<file path="config.mk">
export PLATFORM = sky130hd
export DESIGN_NAME = arbiter_puf_ctrl
export DESIGN_NICKNAME = d
export VERILOG_FILES = /design/src/rtl/arbiter_puf_ctrl.sv
export SDC_FILE = /design/constraint.sdc
export NUM_CORES = 1
export LEC_CHECK = 0
export CAP_MARGIN = 20
export CORE_AREA = 4 4 52 58
export DETAILED_ROUTE_END_ITERATION = 10
export DIE_AREA = 0 0 56 62
export PLACE_DENSITY = 0.75
export SLEW_MARGIN = 40
export SYNTH_ARGS = -nofsm -noshare
export SYNTH_HDL_FRONTEND = slang
export SYNTH_SLANG_ARGS = --single-unit
export TNS_END_PERCENT = 50
</file>
<file path="constraint.sdc">
create_clock -name iclk -period 1.95 [get_ports iclk]
set_clock_uncertainty 0.05 [all_clocks]
set_input_delay 0.195 -clock iclk [delete_from_list [all_inputs] [get_ports iclk]]
set_output_delay 0.195 -clock iclk [all_outputs]
set_load 0.02 [all_outputs]
</file>
<file path="src/rtl/arbiter_puf_ctrl.sv">
// Challenge/response sequencer for an arbiter PUF: settle, fire, wait, sample per challenge.
// Define PUF_VOTE_EN to evaluate each challenge VOTES times and store the majority bit.
module arbiter_puf_ctrl #(
   parameter int CHAL_W     = 1,
   parameter int NRESP      = 8,
   parameter int SETTLE_CYC = 2,
   parameter int PULSE_CYC  = 2,
   parameter int CAPT_CYC   = 3,
   parameter int VOTES      = 3
) (
   input  logic              iclk,
   input  logic              irst_n,
   input  logic              istart,
   input  logic [CHAL_W-1:0] ichal_base,
   output logic              obusy,
   output logic              opulse,
   output logic [CHAL_W-1:0] ochallenge,
   input  logic              iresponse,
   output logic [NRESP-1:0]  oresp_data,
   output logic              oresp_valid,
   input  logic              iresp_ready,
   output logic [2:0]        odbg_state
);

   // Handshake: the word transfers on any cycle where oresp_valid & iresp_ready are both high.
   typedef enum logic [2:0] {
      S_IDLE   = 3'd0,
      S_SETUP  = 3'd1,
      S_FIRE   = 3'd2,
      S_WAIT   = 3'd3,
      S_SAMPLE = 3'd4,
      S_DONE   = 3'd5
   } state_t;

   localparam int MAXC  = (SETTLE_CYC > PULSE_CYC) ?
                          ((SETTLE_CYC > CAPT_CYC) ? SETTLE_CYC : CAPT_CYC) :
                          ((PULSE_CYC > CAPT_CYC) ? PULSE_CYC : CAPT_CYC);
   localparam int CNT_W = $clog2(MAXC + 1);
   localparam int IDX_W = (NRESP > 1) ? $clog2(NRESP) : 1;

   if (NRESP < 1 || SETTLE_CYC < 1 || PULSE_CYC < 1 || CAPT_CYC < 2 ||
       VOTES < 1 || (VOTES % 2) == 0) begin : g_bad_param
      $error("arbiter_puf_ctrl: illegal parameter combination");
   end

   state_t             state_q;
   logic [CNT_W-1:0]   cnt_q;
   logic [IDX_W-1:0]   idx_q;
   logic [1:0]         sync_q;
   logic [CHAL_W-1:0]  chal_q;
   logic [NRESP-1:0]   data_q;
   logic               pulse_q;
   logic               valid_q;
   logic               busy_q;
   logic               last_vote;
   logic               bit_d;

   // The PUF output is asynchronous to iclk; only sync_q[1] is ever consumed.
   always_ff @(posedge iclk or negedge irst_n) begin
      if (!irst_n) sync_q <= 2'b00;
      else         sync_q <= {sync_q[0], iresponse};
   end

`ifdef PUF_VOTE_EN
   localparam int VW = $clog2(VOTES + 1);
   logic [VW-1:0] vote_q;
   logic [VW-1:0] ones_q;
   logic [VW-1:0] ones_d;

   assign ones_d    = ones_q + VW'(sync_q[1]);
   assign last_vote = (vote_q == VW'(VOTES - 1));
   assign bit_d     = (ones_d > VW'(VOTES / 2));
`else
   assign last_vote = 1'b1;
   assign bit_d     = sync_q[1];
`endif

   always_ff @(posedge iclk or negedge irst_n) begin
      if (!irst_n) begin
         state_q <= S_IDLE;
         cnt_q   <= '0;
         idx_q   <= '0;
         chal_q  <= '0;
         data_q  <= '0;
         pulse_q <= 1'b0;
         valid_q <= 1'b0;
         busy_q  <= 1'b0;
`ifdef PUF_VOTE_EN
         vote_q  <= '0;
         ones_q  <= '0;
`endif
      end else begin
         case (state_q)
            S_IDLE: begin
               if (istart) begin
                  state_q <= S_SETUP;
                  chal_q  <= ichal_base;
                  data_q  <= '0;
                  idx_q   <= '0;
                  cnt_q   <= '0;
                  busy_q  <= 1'b1;
`ifdef PUF_VOTE_EN
                  vote_q  <= '0;
                  ones_q  <= '0;
`endif
               end
            end
            S_SETUP: begin
               if (cnt_q == CNT_W'(SETTLE_CYC - 1)) begin
                  cnt_q   <= '0;
                  pulse_q <= 1'b1;
                  state_q <= S_FIRE;
               end else begin
                  cnt_q <= cnt_q + CNT_W'(1);
               end
            end
            S_FIRE: begin
               if (cnt_q == CNT_W'(PULSE_CYC - 1)) begin
                  cnt_q   <= '0;
                  pulse_q <= 1'b0;
                  state_q <= S_WAIT;
               end else begin
                  cnt_q <= cnt_q + CNT_W'(1);
               end
            end
            S_WAIT: begin
               if (cnt_q == CNT_W'(CAPT_CYC - 1)) begin
                  cnt_q   <= '0;
                  state_q <= S_SAMPLE;
               end else begin
                  cnt_q <= cnt_q + CNT_W'(1);
               end
            end
            S_SAMPLE: begin
               state_q <= S_SETUP;
               if (last_vote) begin
                  data_q[idx_q] <= bit_d;
                  if (idx_q == IDX_W'(NRESP - 1)) begin
                     state_q <= S_DONE;
                     valid_q <= 1'b1;
                  end else begin
                     idx_q  <= idx_q + IDX_W'(1);
                     chal_q <= chal_q + CHAL_W'(1);
                  end
               end
`ifdef PUF_VOTE_EN
               vote_q <= last_vote ? '0 : vote_q + VW'(1);
               ones_q <= last_vote ? '0 : ones_d;
`endif
            end
            S_DONE: begin
               if (iresp_ready) begin
                  valid_q <= 1'b0;
                  busy_q  <= 1'b0;
                  state_q <= S_IDLE;
               end
            end
            default: state_q <= S_IDLE;
         endcase
      end
   end

   assign obusy       = busy_q;
   assign opulse      = pulse_q;
   assign ochallenge  = chal_q;
   assign oresp_data  = data_q;
   assign oresp_valid = valid_q;
   assign odbg_state  = state_q;

endmodule

</file>
==> reports/results.md <==
| Parameter | Value | Unit |
| --- | --- | --- |
| Via count | 988 | - |
| Sequential fraction of the synthesis area | 46.07 | % |
| Data arrival time of the worst path | 1.52 | ns |
| Count of different cell masters after synthesis | 28 | - |
| Buffer cell driving the clock tree root | clkbuf_4 | - |
| Clk pin slew, worst setup/hold paths | 0.14 | ns |
| TritonCTS clock tree | yes | - |
| Routability cong. | 0.8086 | - |
| Worst Tran Pin Value | 0.3705 | ns |
| Largest area contributor in the netlist | dfrtp_1 | - |
| Avg Cell Area, Syn | 9.335 | sq um |
| Biggest area contributors in the synthesized netlist | dfrtp_1 46%, mux2i_1 7.5%, nand2_1 6.9% | - |
| Prevailing post-synth register cell | dfrtp_1 | - |
| CTS H-tree depth | 1 | - |
| Number of search-and-repair iterations in the first detailed-routing pass | 4 | - |
| Crit. End Element | output pin | - |
| Category of the critical setup timing path | reg2out | - |
| Layout Area Growth over Synthesis | 24.08 | % |
| Flip-flop and latch count after synthesis | 22 | - |
| ANT cells | 0 | - |
| Share of async-settable or async-resettable flops after synthesis | 100.0 | % |
| Warnings from Yosys | 0 | - |
| Proportion of netlist area held by the largest area contributor | 46.07 | % |
| Layout cell share with drive strength beyond 1 | 9.396 | % |
| Remaining design rule violation count | 0 | - |
| Final worst setup slack | 0.1809 | ns |
| Max-cap violations | 0 | - |
| Total buffers and inverters traversed by the critical path | 1 | - |
| Worst-path cell with the longest stage delay | clkdlybuf4s50_1 | - |
| Static leakage | 0.6553 | nW |
| WL final | 2.567 | mm |
| Critical Path, Cell by Cell | clkdlybuf4s50_1 | - |
| Period Utilization, post-route | 90.72 | % |
| Number of global-route vias before repair | 1008 | - |
| Detailed-placement wirelength estimate | 1.861 | mm |
| Top cells by instance count after synthesis | 22 x dfrtp_1, 22 x nand2_1, 16 x o21ai_0 | - |
| Final standard cell area without fillers | 1483 | sq um |
| Maximum vdd drop | 1124 | uV |
| Initial standard-cell utilization of the core | 48.33 | % |
| Number of antenna violations at the first check in global routing | 0 | - |
| Startpoint kind of the worst setup timing path | flip-flop | - |
| Path type of the worst min-delay path | in2async | - |
| Routed via count divided by cell count | 5.489 | - |
| Number of instances in the synthesized netlist | 128 | - |
| Post-Synthesis Cell Area | 1195 | sq um |
| Final count of negative-setup-slack endpoints | 0 | - |
| CP Max Fanout | 7 | - |
| Final core area utilization | 59.97 | % |
| Part of the power in registers | 34.5 | % |
| Antenna Nets Post-Route | 0 | - |
| Setup repair bufs after CTS | 0 | - |
| Part of the total power dissipated in the clock network | 15.2 | % |
| Max Clock Freq | 0.5653 | GHz |
| Net switching share of the total power | 41.58 | % |
| Internal portion of total power | 1.401 | mW |
| Hold_buf cts | 0 | - |
| Max transition margin | 75.11 | % |
| Switching power of the nets | 0.9970 | mW |
| Horizontal die dimension | 56 | um |
| Overall routing resource usage | 16.19 | % |
| Power per cell area | 1617 | nW/um^2 |
| Overflow after GRT | 0 | - |
| Mapped Nets | 136 | - |
| Status | completed | - |
| Number of cell rows | 19 | - |
| Average wire per standard cell | 14.26 | um |
| Number of buffers on the longest clock path | 2 | - |
| Req. time, crit path | 1.70 | ns |
| Setup repair after global routing missed its margin | false | - |
| Worst slack at placement | 0.2127 | ns |
| Total Neg Setup Slack | 0 | ns |
| Die ar. | 3472 | sq um |
| EDFF count, synth | 0 | - |
| Instance area at placement | 1430 | sq um |
| Global-route wire length before repair | 4.402 | mm |
| Number of DRC markers in iteration 0 | 11 | - |
| Number of instances resized during post-cts repair | 0 | - |
| Number of clock sinks seen by CTS | 22 | - |
| Count of buffers from port buffering | 20 | - |
| Final critical-path required period | 1.769 | ns |
| Top-level I/O count | 21 | - |
| Pin count of the biggest net entering global routing | 23 | - |
| Core area | 2472 | sq um |
| Fill count | 225 | - |
| Vert. Die Dim | 62 | um |
| Number of buffers added by the clock tree synthesis step | 3 | - |
| Final number of max-transition violations | 0 | - |
| Clock latency on the worst-skew pair | 0.32 | ns |
| Largest stage delay on the critical path | 0.67 | ns |
| Net count, final | 158 | - |
| Final Hold Vio Count | 0 | - |
| Top Family by Delay on Critical Path | buffers and inverters | - |
| Gate power share | 50.3 | % |
==> sequential cells by signal, summed over array words and instances (netlist names) <==
signal       cells
obusy            1
cnt_q            2
idx_q            3
oresp_data       8
opulse           1
odbg_state       3
sync_q           2
ochallenge       1
oresp_valid      1
==> per-stage QoR <==
stage	total power [mW]	cells	hold WS, ns
floorplan	1.604	128	-0.1506
global placement	1.998	176	0.2849
detailed placement	2.051	176	0.2862
CTS	2.415	180	0.1690
global route	2.573	180	0.1802
finish	2.398	180	0.1552
==> layout make-up <==
class                   instances  area [sq um]  share of cell area, %
clock inverters                 1         30.03                  2.025
flip-flops and latches         22         550.5                  37.13
repair buffers                 24         230.2                  15.53
clock buffers                   3         22.52                  1.519
multi-input cells              96         599.3                  40.42
inverters                       3         11.26                 0.7595
well taps                      31         38.79                  2.616
==> final timing paths <==
path	from	to	slack [ns]	depth (start not counted)
min in group iclk	iresponse	sync_q[0]$_DFF_PN0_	0.25	1
max in group asynchronous	irst_n	opulse$_DFFE_PN0P_	1.47	2
worst max-delay path	odbg_state[1]$_DFFE_PN0P_	odbg_state[1]	0.18	1
worst min-delay path	irst_n	oresp_data[2]$_DFFE_PN0P_	0.16	2
worst min register to register	sync_q[0]$_DFF_PN0_	sync_q[1]$_DFF_PN0_	0.31	0
worst max register to register	idx_q[0]$_DFFE_PN0P_	ochallenge$_DFFE_PN0P_	0.18	5
==> cells by family (layout without fill, tap and decap cells) <==
| kind of cell | Yosys count | count (layout) | synth area share, % |
|---|---|---|---|
| AOI/OAI and AO/OA | 33 | 33 | 16.65 |
| adders and majority gates | 3 | 3 | 3.036 |
| buffers and inverters | 10 | 31 | 3.769 |
| DFF | 22 | 22 | 46.07 |
| muxes | 11 | 11 | 9.424 |
| and+or+nand+nor | 49 | 49 | 21.05 |
==> power groups by stage <==
stage | clock network, mW | registers [mW] | logic [mW]
after floorplan | 0 | 0.923 | 0.681
after global placement | 0 | 0.827 | 1.17
after detailed placement | 0 | 0.839 | 1.21
after CTS | 0.366 | 0.828 | 1.22
after global routing | 0.382 | 0.855 | 1.34
final | 0.364 | 0.828 | 1.21
==> placed cells by master, fill, tap and decap left out <==
cell type | Yosys | final
a22oi_1 | 2 | 2
buf_4 | 0 | 4
or3_1 | 1 | 1
nor3_1 | 4 | 4
nand2b_1 | 2 | 2
mux2_2 | 2 | 2
a21oi_1 | 7 | 7
and3_1 | 1 | 1
maj3_2 | 1 | 1
a22o_1 | 1 | 1
nor2_1 | 5 | 5
inv_1 | 3 | 3
dfrtp_1 | 22 | 22
o21a_1 | 1 | 1
nand3_1 | 7 | 7
o22ai_1 | 1 | 1
o31ai_1 | 3 | 3
o21ai_0 | 16 | 16
nor4b_4 | 1 | 1
clkdlybuf4s50_1 | 0 | 20
bufinv_16 | 0 | 1
ha_1 | 2 | 2
nand2b_4 | 1 | 1
mux2i_1 | 9 | 9
nor2b_1 | 4 | 4
nand2_1 | 22 | 22
nor3b_1 | 1 | 1
a221oi_2 | 1 | 1
clkbuf_4 | 0 | 3
a221oi_1 | 1 | 1
==> layer usage <==
layer | vias up | global-route usage, % | part of all wire (%)
met1 | 465 | 18.43 | 45
met2 | 22 | 29.88 | 51
met4 | 0 | 8.136 | 1.1
li1 | 497 | - | -
met5 | - | 0 | 0
met3 | 4 | 2.893 | 3.5
No activity file was read; power rests on OpenSTA's default activity.
